===== src/rtl/led_blink_sequencer.sv =====
// rtl/led_blink_sequencer.sv - command-driven static/blink sequencer for two status LEDs
// Optional abort input is compiled in when LED_SEQ_ABORT_EN is defined.
module led_blink_sequencer #(
    parameter int HALF_PERIOD = 25_000_000,
    parameter int CNT_W       = 25
) (
    input  logic             sys_clk_50M,
    input  logic             rst,
    input  logic             cmd_valid,
    output logic             cmd_ready,
    input  logic [1:0]       cmd_mode,
    input  logic [7:0]       cmd_count,
`ifdef LED_SEQ_ABORT_EN
    input  logic             abort,
`endif
    output logic [1:0]       led,
    output logic             busy,
    output logic             done
);

    typedef enum logic [1:0] {
        IDLE = 2'd0,
        PH_A = 2'd1,
        PH_B = 2'd2
    } state_t;

    state_t           state_q, state_d;
    logic [CNT_W-1:0] cnt_q, cnt_d;
    logic [7:0]       rem_q, rem_d;
    logic             alt_q, alt_d;
    logic [1:0]       led_q, led_d;
    logic             done_q, done_d;

    logic abort_hit;
    logic running;
    logic phase_end;
    logic accept;

`ifdef LED_SEQ_ABORT_EN
    assign abort_hit = abort;
`else
    assign abort_hit = 1'b0;
`endif

    assign running   = (state_q == PH_A) || (state_q == PH_B);
    assign phase_end = running && (cnt_q == CNT_W'(HALF_PERIOD - 1));
    // A counted run cannot be pre-empted; only continuous runs (rem = 0) take new commands.
    assign cmd_ready = ((state_q == IDLE) || (rem_q == 8'd0)) && !abort_hit;
    assign accept    = cmd_valid && cmd_ready;

    always_comb begin
        state_d = state_q;
        cnt_d   = cnt_q;
        rem_d   = rem_q;
        alt_d   = alt_q;
        led_d   = led_q;
        done_d  = 1'b0;

        if (abort_hit && running) begin
            state_d = IDLE;
            led_d   = 2'b00;
            cnt_d   = '0;
        end else if (accept) begin
            cnt_d = '0;
            if (!cmd_mode[1]) begin
                state_d = IDLE;
                led_d   = {2{cmd_mode[0]}};
            end else begin
                state_d = PH_A;
                rem_d   = cmd_count;
                alt_d   = cmd_mode[0];
                led_d   = cmd_mode[0] ? 2'b01 : 2'b11;
            end
        end else if (running) begin
            if (!phase_end) begin
                cnt_d = cnt_q + CNT_W'(1);
            end else begin
                cnt_d = '0;
                if (state_q == PH_A) begin
                    state_d = PH_B;
                    led_d   = alt_q ? 2'b10 : 2'b00;
                end else if (rem_q == 8'd1) begin
                    state_d = IDLE;
                    rem_d   = 8'd0;
                    led_d   = 2'b00;
                    done_d  = 1'b1;
                end else begin
                    if (rem_q != 8'd0) begin
                        rem_d = rem_q - 8'd1;
                    end
                    state_d = PH_A;
                    led_d   = alt_q ? 2'b01 : 2'b11;
                end
            end
        end
    end

    always_ff @(posedge sys_clk_50M or posedge rst) begin
        if (rst) begin
            state_q <= IDLE;
            cnt_q   <= '0;
            rem_q   <= 8'd0;
            alt_q   <= 1'b0;
            led_q   <= 2'b00;
            done_q  <= 1'b0;
        end else begin
            state_q <= state_d;
            cnt_q   <= cnt_d;
            rem_q   <= rem_d;
            alt_q   <= alt_d;
            led_q   <= led_d;
            done_q  <= done_d;
        end
    end

    assign led  = led_q;
    assign busy = running;
    assign done = done_q;

endmodule


===== config.mk =====
export PLATFORM = sky130hd
export DESIGN_NAME = led_blink_sequencer
export DESIGN_NICKNAME = d
export VERILOG_FILES = /design/src/rtl/led_blink_sequencer.sv
export SDC_FILE = /design/constraint.sdc
export NUM_CORES = 1
export LEC_CHECK = 0
export ABC_AREA = 1
export CORE_MARGIN = 2
export CORE_UTILIZATION = 50
export DETAILED_ROUTE_END_ITERATION = 6
export PLACE_DENSITY = 0.72
export SLEW_MARGIN = 20
export SYNTH_ARGS = -nofsm -noshare
export SYNTH_HDL_FRONTEND = slang
export SYNTH_SLANG_ARGS = --single-unit

===== constraint.sdc =====
create_clock -name sys_clk_50M -period 1.95 [get_ports sys_clk_50M]
set_clock_uncertainty 0.15 [all_clocks]
set_input_delay 0.2925 -clock sys_clk_50M [delete_from_list [all_inputs] [get_ports sys_clk_50M]]
set_output_delay 0.2925 -clock sys_clk_50M [all_outputs]
set_load 0.01 [all_outputs]

* Word level (Yosys, flattened, before mapping)
Cells that the tools add are included.
W data, S select, Z words.
** Word-level totals
- Input bits :: 13
- ROM bits :: 0
- Bits in latches :: 0
- Memory bits (writable) :: 0
- Register bits :: 39
- Output and inout port bits :: 5
- Memories :: 0
** Cells by class
- Add/subtract/negate cells :: 2
- Multiply operators :: 0
- Divide/modulo/power cells :: 0
- Eq/ne operators :: 6
- Muxes and demuxes :: 30
- $lt $le $gt $ge :: 0
- Reduce and logical (&&, ||, !) cells :: 13
- Bitwise gates (word level) :: 0
- Shift-type cells :: 0
** Operator list (count)
- $mux W25 :: 3
- $mux W8 :: 7
- $mux W2 :: 13
- $add A25 B1 Y25 const B :: 1
- $eq A25 B25 Y1 const B :: 1
- $eq A8 B1 Y1 const B :: 1
- $logic_not A8 Y1 :: 1
- $reduce_bool A8 Y1 :: 1
- $sub A8 B1 Y8 const B :: 1
- $mux W1 :: 7
- $reduce_and A5 Y1 :: 1
- $ne A2 B2 Y1 const B :: 2
- $reduce_and A2 Y1 :: 2
- $reduce_bool A2 Y1 :: 2
- $reduce_bool A3 Y1 :: 1
- $eq A2 B1 Y1 const B :: 1
- $eq A2 B2 Y1 const B :: 1
- $logic_and A1 B1 Y1 :: 2
- $logic_not A2 Y1 :: 1
- $logic_or A1 B1 Y1 :: 2

* Depth between registers and ports, before layout
Gate-level depths: netlist of the first run.
- Depth after elaboration :: 7
- Mapped depth :: 11

* Least setup slack after synthesis of the first run
No wires, ideal clock.
- Kind :: flip-flop to flip-flop
- Start point :: reg state_q[0]
- End point :: reg rem_q[0]
- Clock period less this slack :: 1761 ps
- Library setup time :: 65 ps
- Setup slack :: 189 ps
- Path buffers :: 0
- Data required time :: 1735 ps
- Cell stages (with the launch flop) :: 11
- Arrival :: 1545 ps
- Cells stage by stage :: dfrtp_1 > inv_1 > ha_1 > nand3_1 > nor2_1 > nand2_1 > nor2_4 > nand3_2 > nand2_4 > nand2_1 > nand2_1
** Between the ends
- Cells in the longest elaborated chain, start to end :: 5
- Elaborated cells between the ends (all ways) :: 14
- Classes of those cells :: eq/ne: 4; mux: 1; reduce/logical: 9
** RTL lines
- start: declaration :: line 27 : state_t state_q, state_d;
- start signal: assignment :: line 107 : state_q <= state_d;
- $eq A2 B1 Y1 / $eq A2 B2 Y1 (equally long branches) :: line 45 : assign running = (state_q == PH_A) || (state_q == PH_B);
- $logic_or A1 B1 Y1 * :: line 45
- named net busy :: line 17 : output logic busy,
- $logic_and A1 B1 Y1 :: line 46 : assign phase_end = running && (cnt_q == CNT_W'(HALF_PERIOD - 1));
- $reduce_bool A2 Y1 (no line)
- $reduce_and A5 Y1 (no line) *
- end signal: assignment :: line 109 : rem_q <= rem_d;
- end: declaration :: line 29 : logic [7:0] rem_q, rem_d;
The timed path passes the listed nets; every way through them passes the cells marked *.
A chain may end at the register's enable or synchronous reset.

* Worst setup path in the final report of the first run
- Start point :: reg cnt_q[0]
- End point :: reg cnt_q[19]
** Between the ends
- Cells in the longest elaborated chain, start to end :: 5
- Elaborated cells between the ends (all ways) :: 6
- Classes of those cells :: add/sub: 1; eq/ne: 1; mux: 3; reduce/logical: 1
** RTL lines
- start: declaration :: line 28 : logic [CNT_W-1:0] cnt_q, cnt_d;
- start signal: assignment :: line 108 : cnt_q <= cnt_d;
- parallel branches: the longest is 2 deep, another holds $add A25 B1 Y25
- $mux W25 * :: line 75 : if (!phase_end) begin
- $mux W25 * :: line 74 : end else if (running) begin
- $mux W25 * :: line 63 : end else if (accept) begin
Every way passes the cells marked *. The select of a mux whose other input is x is not followed.

==> results by group, run 1 <==
Place
  – Pre-CTS setup slack: roughly 0.05 ns
  – Placed Cells: between 500 and 600
  – Placed cell areas: around 3200 um^2
  – Detailed-placement wirelength estimate: approximately 5600 um
  – Final weighted congestion in routability-driven placement: slightly below 1
  – PortBufs: 17

Setup path
  – Slowest CP cell: dfrtp_1
  – Startpoint Class: flop
  – Crit. End Element: flop
  – CP delay by family, top: simple AND/OR/NAND/NOR gates
  – Maximum fanout along the worst path: 5
  – Critical path cell sequence: ha_2, inv_1, nor2_4, nand2_1, nor2_1, nand2_1, nand2_1, nor2_1, nand3_1, nand2_1
  – Most common cell on crit path: nand2_1
  – Required time worst endpoint: 2.03 ns
  – Slowest cell delay on critical path: roughly 0.4 ns
  – WP buf/inv: 1
  – WS Path Type: flop to flop
  – WP data arrival: just under 2 ns
  – Reg2reg setup slack: about 0.046 ns

Route
  – Final wirelength: 7460 um
  – Initial DRC Count: between 200 and 250
  – DR WL/cell: 13.4 um
  – Met3 Wirelength: around 390 um
  – DR vias/cell: 5.33
  – Max layer used: met4
  – M1 wire length: around 3400 um
  – Vias: ~3,000
  – Remaining antenna violation count: 0
  – Met2 wire len: 3570 um
  – Pre-antenna DRT Iters: 7
  – DRC: 0

STA
  – Endpoints failing setup: 0
  – Pins over their slew limit: 0
  – Fmax: about 0.53 GHz
  – Worst slew margin: 68.2%
  – Worst Setup Slack, final: about 0.046 ns
  – Unrepaired setup endpoints after global routing: yes
  – Crit path time final: roughly 1.9 ns
  – Final hold viol count: 0
  – Crit share post-route: a little over nine tenths
  – Worst-Margin Slew: between 0.4 and 0.5 ns

Floorplan
  – Ports: 18
  – Core Rows: 27
  – Overall die height: 79.3 um
  – Die W: 79.3 um
  – Core area: 5510 um^2
  – Initial Util: between 50% and 60%
  – Die area: roughly 6300 um^2

Cells and area
  – Commonest non-fill, non-tap cell in the layout: nand2_1
  – Area Overhead vs Synth: 18.0%
  – Fin util: roughly three fifths
  – Storage element area: a little under 1000 um^2
  – Cell Count, Final, Fillers Out: between 500 and 600
  – Antenna cells: 0
  – Fraction of layout cells with a size suffix above 1: between 9 and 10%
  – Post-layout nets: just over 500
  – # fillers: 524
  – Area of the multi-input gates: around 1700 um^2
  – Commonest cells after routing, fill and taps aside: nand2_1, nor2_1, nand3_1
  – Design Area, Final: between 3000 and 4000 um^2

Run status
  – Outcome: finished clean

Global route
  – Vias in the first global route: 2,689
  – Initial antenna violation count: 0
  – Largest net degree at the start of global routing: 40
  – GRT Resource Usage Total: 25.5%
  – First-pass GRT wire length: 12,600 um
  – GRT overflow: 0

Yosys
  – FF+latch count, synth: 39
  – Post-synthesis adder-cell area fraction: under 10%
  – Sequential-to-total area share from yosys stat: between 30% and 40%
  – Post-Synthesis Cells: approximately 440
  – YS warnings: 0
  – Post-Synth XOR/XNOR Area: under 10%
  – Largest family of logic cells by synthesized area: simple AND/OR/NAND/NOR gates
  – Synth cell types: 30
  – Simple-gate share of the synthesized area: around 47%
  – Compound-cell area share of the yosys netlist: about 5.0%
  – Post-Syn Nets: around 460
  – Syn Area/Cell: 6.39 um^2
  – FFs w/ async S/R, synth: 100%
  – Post-synthesis mux area share: 0%
  – Post-synthesis cell area: approximately 2800 um^2
  – EDFF count, synth: 0
  – Synth Flop Type: dfrtp_1

Hold path
  – Worst min-delay path category: primary input to async pin

Flow run
  – Max_cap viols: 0

Clock tree
  – CTS buffer count: 5
  – Clock Latency Late Sink: between 0.2 and 0.3 ns
  – Clock Pin Slew Worst Setup and Hold Paths: around 0.07 ns
  – Clock tree buffer depth: 2
  – Hold-fix buffers, CTS: 0
  – Clock Sinks: 39
  – H-tree levels: 2
  – Clock tree root driver cell: clkbuf_8
  – TritonCTS clock tree: done

Power
  – Pwr/cell area: a little under 1000 nW/um^2
  – Leakage: between 1.5 and 2 nW
  – Worst IR Drop VDD: ~0.63 mV
## layout make-up
| type | instances | share of cell area, % |
|---|---|---|
| timing repair buffer | 40 | 10.9 |
| multi-input combinational | 352 | 49.8 |
| sequential | 39 | 29.2 |
| tap | 72 | 2.69 |
| inverter | 46 | 5.16 |
| clock inverter | 1 | 0.224 |
| clock buffer | 5 | 2.06 |
## cell families (layout without fill, tap and decap cells)
logic type | Yosys count | count (layout)
compound gates | 23 | 23
simple gates | 311 | 312
buf+inv | 54 | 92
fa+ha+maj | 7 | 7
flops | 39 | 39
xor+xnor | 10 | 10
## worst paths after layout
kind / start / end / cells past startpoint
worst max-delay path: cnt_q[0]$_DFFE_PP0P_ / cnt_q[19]$_DFFE_PP0P_ / 10
worst min-delay path: rst / led[0]$_DFFE_PP0P_ / 3
worst max register to register: cnt_q[0]$_DFFE_PP0P_ / cnt_q[19]$_DFFE_PP0P_ / 10
worst min register to register: led[1]$_DFFE_PP0P_ / led[1]$_DFFE_PP0P_ / 2
max in group asynchronous: rst / cnt_q[22]$_DFFE_PP0P_ / 3
min in group sys_clk_50M: led[1]$_DFFE_PP0P_ / led[1]$_DFFE_PP0P_ / 2
## worst register-to-register path: stages (launching register included)
cell	delay, ns
dfrtp_1	0.40
ha_2	0.22
inv_1	0.15
nor2_4	0.07
nand2_1	0.06
nor2_1	0.04
nand2_1	0.13
nand2_1	0.12
nor2_1	0.28
nand3_1	0.14
nand2_1	0.08
## through the flow
stage,hold WS [ns],setup TNS (ns),power [mW]
after detailed placement,0.339,0,2.71
after CTS,0.212,0,3.22
after global placement,0.338,0,2.70
after global routing,0.232,-0.275,3.54
after floorplan,0.298,0,2.12
final,0.196,0,3.26
## flip-flops by register name (all words and copies together), names as in the netlist
signal   count
done         1
state_q      2
rem_q        8
alt_q        1
led          2
cnt_q       25
## synth_stat cells, types with 2 or more instances
cell      instances  share of area [%]
a21oi_1           5               0.88
buf_2             3               0.53
buf_4             2               0.53
clkbuf_1          2               0.26
dfrtp_1          39                 34
ha_1              7                3.1
inv_1            43                5.7
inv_2             3               0.40
nand2_1         169                 22
nand2_2           3               0.66
nand2_4           2               0.79
nand3_1          46                8.1
nand3b_1          4                1.1
nand4_1          13                2.9
nor2_1           65                8.6
nor2_2            3               0.66
nor3_1            3               0.53
o21ai_0           6                1.1
o21ai_1           6                1.1
o21bai_1          2               0.53
xnor2_1           4                1.2
xor2_1            6                1.9
## where the power goes
part | internal, mW | switching, mW | total [mW]
registers | 0.951 | 0.122 | 1.07
logic | 0.699 | 0.973 | 1.67
clock network | 0.237 | 0.276 | 0.513
total | 1.89 | 1.37 | 3.26
## per-layer routing
metal  track usage (%)  vias to the layer above
li1                  -                     1482
met3              3.98                       16
met2              42.8                      106
met1              34.1                     1353
met4              7.24                        0
met5                 0                        -
## repair_timing
item / in CTS / in global routing
resized for setup: 2 / 8
pin swaps: 0 / 2
buffers inserted: 0 / 1
setup endpoints to repair: 2 / 30
gates cloned: 0 / 1
Note: power is estimated with default switching activity, not from simulation.
==> run 2, diff against run 1 <==
--- a/config.mk
+++ b/config.mk
@@ -7,9 +7,9 @@
 export LEC_CHECK = 0
 export ABC_AREA = 1
 export CORE_MARGIN = 2
-export CORE_UTILIZATION = 50
+export CORE_UTILIZATION = 46
 export DETAILED_ROUTE_END_ITERATION = 6
-export PLACE_DENSITY = 0.72
+export PLACE_DENSITY = 0.67
 export SLEW_MARGIN = 20
 export SYNTH_ARGS = -nofsm -noshare
 export SYNTH_HDL_FRONTEND = slang
==> run 2 against run 1 <==
  * Core utilization decreased by 4.3 points
  * Total power decreased by 0.18%
  * Clock power increased by 7.0%
  * Non-clock buffer count increased by 2
  * Maximum frequency increased by 5.0%
  * Register-to-register slack improved by 0.09 ns
  * Combinational power decreased by 2%
  * Count of clock-buffer cells in the layout increased by 2
  * Via count decreased by 1.9%
==> results by group, run 2 (synthesis gave the netlist of run 1 again) <==
Run status
  – Outcome: finished clean (unchanged)

Power
  – Pwr/cell area: 968 nW/um^2 (was 974 nW/um^2)
  – Pint: 1.88 mW (was 1.89 mW)
  – Clock network power share: 16.9% (was 15.7%)
  – Leakage: 1.57 nW (about the same)
  – Sequential power share: 33.0% (was 32.9%)
  – Worst IR Drop VDD: 0.675 mV (was 0.629 mV)
  – Combinational Power Share: 50.1% (was 51.3%)
  – Sw Pwr: 1.37 mW (about the same)
  – Sw Ratio: 42.2% (was 42.1%)

Place
  – Detailed-placement wirelength estimate: 5680 um (was 5630 um)
  – Final weighted congestion in routability-driven placement: 0.994 (was 0.963)
  – Placed Cells: 553 (was 547)
  – Pre-CTS setup slack: 0.0689 ns (was 0.0486 ns)
  – PortBufs: 17 (unchanged)
  – Placed cell areas: 3250 um^2 (was 3240 um^2)

Global route
  – GRT Resource Usage Total: 23.7% (was 25.5%)
  – GRT overflow: 0 (unchanged)
  – First-pass GRT wire length: 12,400 um (was 12,600 um)
  – Vias in the first global route: 2,707 (was 2,689)
  – Largest net degree at the start of global routing: 40 (unchanged)
  – Initial antenna violation count: 0 (unchanged)

STA
  – Worst Setup Slack, final: 0.136 ns (was 0.0458 ns)
  – Setup TNS Final: 0 ns (unchanged)
  – Worst-Margin Slew: 0.433 ns (was 0.474 ns)
  – Pins over their slew limit: 0 (unchanged)
  – Final hold viol count: 0 (unchanged)
  – Worst slew margin: 71.1% (was 68.2%)
  – Crit path time final: 1.81 ns (was 1.90 ns)
  – Fmax: 0.551 GHz (was 0.525 GHz)
  – Endpoints failing setup: 0 (unchanged)
  – Crit share post-route: 93.0% (was 97.7%)
  – Unrepaired setup endpoints after global routing: no (was yes)

Route
  – Remaining antenna violation count: 0 (unchanged)
  – DR vias/cell: 5.17 (was 5.33)
  – Final wirelength: 7310 um (was 7460 um)
  – DRC: 0 (unchanged)
  – DR WL/cell: 13.0 um (was 13.4 um)
  – Pre-antenna DRT Iters: 6 (was 7)
  – Initial DRC Count: 211 (was 229)
  – Vias: 2,902 (was 2,957)

Clock tree
  – CTS buffer count: 5 (unchanged)
  – Clock Sinks: 39 (unchanged)
  – Buffer count from post-CTS setup fixing: 0 (unchanged)
  – TritonCTS clock tree: done (unchanged)
  – Clock tree buffer depth: 2 (unchanged)
  – Clock tree root driver cell: clkbuf_8 (unchanged)
  – Clock Latency Late Sink: 0.30 ns (was 0.29 ns)
  – H-tree levels: 2 (unchanged)
  – Hold-fix buffers, CTS: 0 (unchanged)
  – Clock Pin Slew Worst Setup and Hold Paths: 0.08 ns (was 0.07 ns)

Cells and area
  – Antenna cells: 0 (unchanged)
  – Area Overhead vs Synth: 18.5% (was 18.0%)
  – Commonest cells after routing, fill and taps aside: nand2_1, nor2_1, nand3_1 (unchanged)
  – Post-layout nets: 505 (was 504)
  – Top reg by flops: cnt_q (unchanged)
  – Cell Count, Final, Fillers Out: 561 (was 555)
  – Max reg flops: 25 (unchanged)
  – Design Area, Final: 3360 um^2 (was 3350 um^2)
  – Fraction of layout cells with a size suffix above 1: 10.9% (was 9.73%)
  – Regs by FF count: cnt_q (25), rem_q (8) (unchanged)
  – Commonest non-fill, non-tap cell in the layout: nand2_1 (unchanged)
  – # fillers: 585 (was 524)

Setup path
  – Required time worst endpoint: 2.03 ns (about the same)
  – FF-to-FF Start: rem_q[0]$_DFFE_PP0P_ (was cnt_q[0]$_DFFE_PP0P_)
  – Crit. End Element: flop (unchanged)
  – Reg2reg setup slack: 0.14 ns (was 0.05 ns)
  – Maximum fanout along the worst path: 12 (was 5)
  – R2R cell count: 10 (unchanged)
  – WP data arrival: 1.90 ns (was 1.99 ns)
  – Startpoint Class: flop (unchanged)
  – WS Path Type: flop to flop (unchanged)
  – Critical path origin: rem_q[0]$_DFFE_PP0P_ (was cnt_q[0]$_DFFE_PP0P_)
  – FF-to-FF End: rem_q[0]$_DFFE_PP0P_ (was cnt_q[19]$_DFFE_PP0P_)

Floorplan
  – Overall die height: 82.5 um (was 79.3 um)
  – Die area: 6810 um^2 (was 6290 um^2)
  – Core area: 5960 um^2 (was 5510 um^2)
  – Initial Util: 47.6% (was 51.5%)
  – Ports: 18 (unchanged)
  – Core Rows: 28 (was 27)
  – Die W: 82.5 um (was 79.3 um)

Hold path
  – Worst min-delay path category: primary input to async pin (unchanged)

Flow run
  – Max_cap viols: 0 (unchanged)
run 2: cell types whose count changed in the layout (fill, tap and decap cells not counted), moves of 2 or more:
cell	delta
nand3_1	-2
nand2_2	+2
buf_4	+4
clkbuf_1	+2
nor2_2	+2
nand2_4	-2
run 2: worst max path at each step:
| stage | slack, ns | depth (start not counted) | to |
|---|---|---|---|
| finish | 0.14 | 10 | rem_q[0]$_DFFE_PP0P_ |
| CTS | 0.004 | 5 | cmd_ready |
| floorplan | 0.19 | 10 | rem_q[0]$_DFFE_PP0P_ |
| global route | 0.004 | 10 | led[0]$_DFFE_PP0P_ |
| detailed placement | 0.07 | 10 | rem_q[0]$_DFFE_PP0P_ |
| global placement | 0.07 | 5 | cmd_ready |
run 2: through the flow:
step	total power, mW	hold slack (ns)	utilization (%)
floorplan	2.12	0.298	-
global placement	2.67	0.339	54.6
detailed placement	2.69	0.343	54.6
CTS	3.24	0.201	55.9
global route	3.55	0.230	56.4
finish	3.25	0.184	56.4
run 2: layout make-up:
type	instances	area [um^2]	area share [%]
inverter	46	173	5.14
clock buffer	7	76.3	2.27
multi-input combinational	351	1670	49.8
tap	75	93.8	2.79
clock inverter	1	5.00	0.149
timing repair buffer	42	364	10.8
sequential	39	976	29.0
run 2: worst max-delay path, cell delays in order, from the launching register on:
cell,delay [ns]
dfrtp_1,0.41
inv_1,0.08
ha_1,0.16
nand2_2,0.08
o21bai_4,0.17
nand2_4,0.14
inv_2,0.09
nand2_2,0.17
nand2_4,0.18
nand2_1,0.06
nand2_1,0.06
run 2: timing repair:
action	4_1_cts	5_1_grt
resized for setup	2	9
gates cloned	0	0
setup endpoints to repair	2	20
run 2: per-layer routing:
metal	track usage, %	part of all wire, %	vias to the layer above
met3	4.02	5.4	14
li1	-	-	1484
met2	42.1	49	91
met1	29.9	44	1313
met5	0	0	-
met4	5.90	1.4	0
run 2: power by group through the flow:
| stage | Clock (mW) | Combinational [mW] | Sequential [mW] |
|---|---|---|---|
| global route | 0.604 | 1.85 | 1.09 |
| floorplan | 0 | 1.04 | 1.08 |
| detailed placement | 0 | 1.61 | 1.08 |
| finish | 0.549 | 1.63 | 1.07 |
| global placement | 0 | 1.59 | 1.08 |
| CTS | 0.571 | 1.60 | 1.07 |
==> run 3, diff against run 2 <==
--- a/config.mk
+++ b/config.mk
@@ -6,6 +6,7 @@
 export NUM_CORES = 1
 export LEC_CHECK = 0
 export ABC_AREA = 1
+export CAP_MARGIN = 20
 export CORE_MARGIN = 2
 export CORE_UTILIZATION = 46
 export DETAILED_ROUTE_END_ITERATION = 6
==> results of run 3 <==
The final DEF is identical to that of run 2; final timing and power are the same.
==> patch (config.mk and constraints of run 1) <==
Add an input register stage for `cmd_mode`, with the module's reset; this delays it by one clock. The other inputs are not delayed to match.
--- a/src/rtl/led_blink_sequencer.sv
+++ b/src/rtl/led_blink_sequencer.sv
@@ -23,6 +23,16 @@
         PH_A = 2'd1,
         PH_B = 2'd2
     } state_t;
+
+    logic [1:0] cmd_mode_q;
+
+    always_ff @(posedge sys_clk_50M or posedge rst) begin
+        if (rst) begin
+            cmd_mode_q <= '0;
+        end else begin
+            cmd_mode_q <= cmd_mode;
+        end
+    end
 
     state_t           state_q, state_d;
     logic [CNT_W-1:0] cnt_q, cnt_d;
@@ -62,14 +72,14 @@
             cnt_d   = '0;
         end else if (accept) begin
             cnt_d = '0;
-            if (!cmd_mode[1]) begin
+            if (!cmd_mode_q[1]) begin
                 state_d = IDLE;
-                led_d   = {2{cmd_mode[0]}};
+                led_d   = {2{cmd_mode_q[0]}};
             end else begin
                 state_d = PH_A;
                 rem_d   = cmd_count;
-                alt_d   = cmd_mode[0];
-                led_d   = cmd_mode[0] ? 2'b01 : 2'b11;
+                alt_d   = cmd_mode_q[0];
+                led_d   = cmd_mode_q[0] ? 2'b01 : 2'b11;
             end
         end else if (running) begin
             if (!phase_end) begin
Formal check against the unedited RTL: not equivalent (a bounded check fails within 4 cycles, from zero or initial values and one cycle with rst high).
==> patch against run 1 <==
  * Area after synthesis is 2.1% higher
  * Count of clock-buffer cells in the layout stayed put
  * Setup slack worse by 0.010 ns
  * Sequential cell count is 2 higher
  * Design area is 7.8% higher
  * Power is 16% higher
  * Clock power is 61% higher
  * Die area is 2.0% higher
  * Worst hold slack worse by 0.020 ns
  * Wire length is 4.5% higher
  * Critical path type unchanged
  * Largest cell class unchanged
==> patch: results (changes against run 1) <==
Run status
  – Outcome: finished, final reports clean

Routing
  – Vias per inst: 5.27 (-1.2%)
  – TritonRoute pass-1 iters: 5 (-2)
  – Iter 0 DRT Violations: 187 (-18%)
  – Wire per inst: 14.3 um (+6.3%)
  – DRC Markers: 0 (unchanged)
  – Detailed Route WL: 7800 um (+4.5%)

CTS
  – Clock buffer depth: 2 (unchanged)
  – Clock slew at reported path FFs: 0.09 ns (+0.02 ns)

Critical path
  – Slowest CP cell: dfrtp_1
  – Critical path peak fanout: 8 (+3)
  – CP peak stage delay: 0.38 ns (-0.02 ns)

Yosys
  – Top post-synthesis cells by area: dfrtp_1 (35%), nand2_1 (19%), nand3_1 (8.5%), inv_1 (6.5%), nor2_1 (6.0%)
  – Post-synthesis sequential area ratio: 35.4% (+1.0 points)
  – Count of cell types in the netlist: 33 (+10%)
  – Synth async-reset ratio: 100% (unchanged)
  – Top cells by count, synth: nand2_1 (148), inv_1 (50), nand3_1 (49)
  – Synth Instances: 425 (-4.3%)
  – Main synth FF type: dfrtp_1
  – Syn_nets: 445 (-4.1%)

Pwr
  – Sw Ratio: 41.0% (-1.1 points)
  – Lkg Pwr: 1.76 nW (+12%)
  – Worst-case vdd ir drop: 0.682 mV (+8.4%)

Global routing
  – GRT Total Usage: 26.0% (+0.48 points)
  – Largest net degree at the start of global routing: 42 (+5.0%)
  – First-pass GRT wire length: 13,000 um (+3.2%)
  – Vias in the first global route: 2,787 (+3.6%)

Place
  – Placer Congestion: 0.933 (-3.2%)
  – Placed Cells: 529 (-3.3%)
  – Pre-CTS worst setup slack: -0.108 ns (-0.157 ns)
  – Hpwl dp: 5460 um (-2.9%)

Final layout
  – Ant. Diodes: 0 (unchanged)
  – Number of fill cells: 484 (-7.6%)
  – Final net count: 493 (-2.2%)
  – Share of layout cells above drive strength 1: 18.6% (+8.8 points)

STA
  – Max_slew headroom: 75.0% (+6.9 points)
patch: cell types whose count changed after synthesis, moves of 3 or more:
cell	before	now
nor3_1	3	9
inv_1	43	50
a21oi_1	5	2
nor2_1	65	46
nand2_1	169	148
o21ai_1	6	0
nand3_1	46	49
o21ai_0	6	11
nand3b_1	4	1
patch: repair_timing:
item,4_1_cts,5_1_grt
pin swaps,0,16
endpoints found under the setup margin,20,35
cloned,0,2
resized for setup,6,37
setup buffers,0,7
hold buffers,0,0
patch: through the flow:
stage | util (%) | cell area [um2]
global route | 65.1 | 3610
detailed placement | 59.1 | 3270
global placement | 59.1 | 3270
floorplan | - | 2900
CTS | 61.7 | 3420
finish | 65.1 | 3610
patch: worst reg2reg max path, cell delays in order (launching register included):
cell and delay, ns:
dfrtp_1 0.38, inv_2 0.06, ha_4 0.27, inv_1 0.05
nor2_1 0.08, nand2_1 0.08, nor2_1 0.11, nand2_1 0.08
nor2_2 0.17, nand3_2 0.12, nand2_4 0.15, nand3_1 0.09
nand2_1 0.08
patch: power by group through the flow:
stage	clock (W)	combinational, W	sequential [W]
floorplan	0	0.00107	0.00113
global placement	0	0.00153	0.00114
detailed placement	0	0.00157	0.00114
CTS	0.000840	0.00158	0.00113
global route	0.000869	0.00200	0.00116
finish	0.000826	0.00180	0.00114
patch: worst paths after layout:
check	start	end	slack, ns	depth (start not counted)
max	state_q[0]	rem_q[3]	0.04	12
min	rst	cnt_q[1]	0.18	3
max reg2reg	state_q[0]	rem_q[3]	0.04	12
min reg2reg	led[1]	led[1]	0.35	2
max in group asynchronous	rst	cnt_q[0]	1.26	3
min in group sys_clk_50M	cmd_mode[1]	cmd_mode_q[1]	0.28	1
patch: metal layers:
layer	wire [um]	vias to the layer above	global-route usage, %
met5	0	-	0
met4	62	0	6.10
met3	452	8	3.82
met2	3680	89	41.9
met1	3610	1326	36.9
li1	-	1452	-
patch: layout make-up:
class | instances | share of cell area (%)
Multi-Input combinational cell | 325 | 48.3
Sequential cell | 41 | 28.5
Timing Repair Buffer | 45 | 10.9
Inverter | 54 | 5.86
Tap cell | 72 | 2.50
Clock buffer | 5 | 1.91
Clock inverter | 3 | 1.80
Timing Repair inverter | 1 | 0.208
patch: logic make-up (layout without fill, tap and decap cells):
| family | count (synthesis) | after routing | synth area share (%) |
|---|---|---|---|
| adder cells (fa/ha/maj) | 7 | 7 | 3.02 |
| AND/OR/NAND/NOR | 289 | 290 | 45.5 |
| AO/OA/AOI/OAI | 19 | 19 | 4.49 |
| XOR/XNOR | 9 | 9 | 2.72 |
| flip-flops | 41 | 41 | 35.4 |
| buffers and inverters | 60 | 108 | 8.77 |
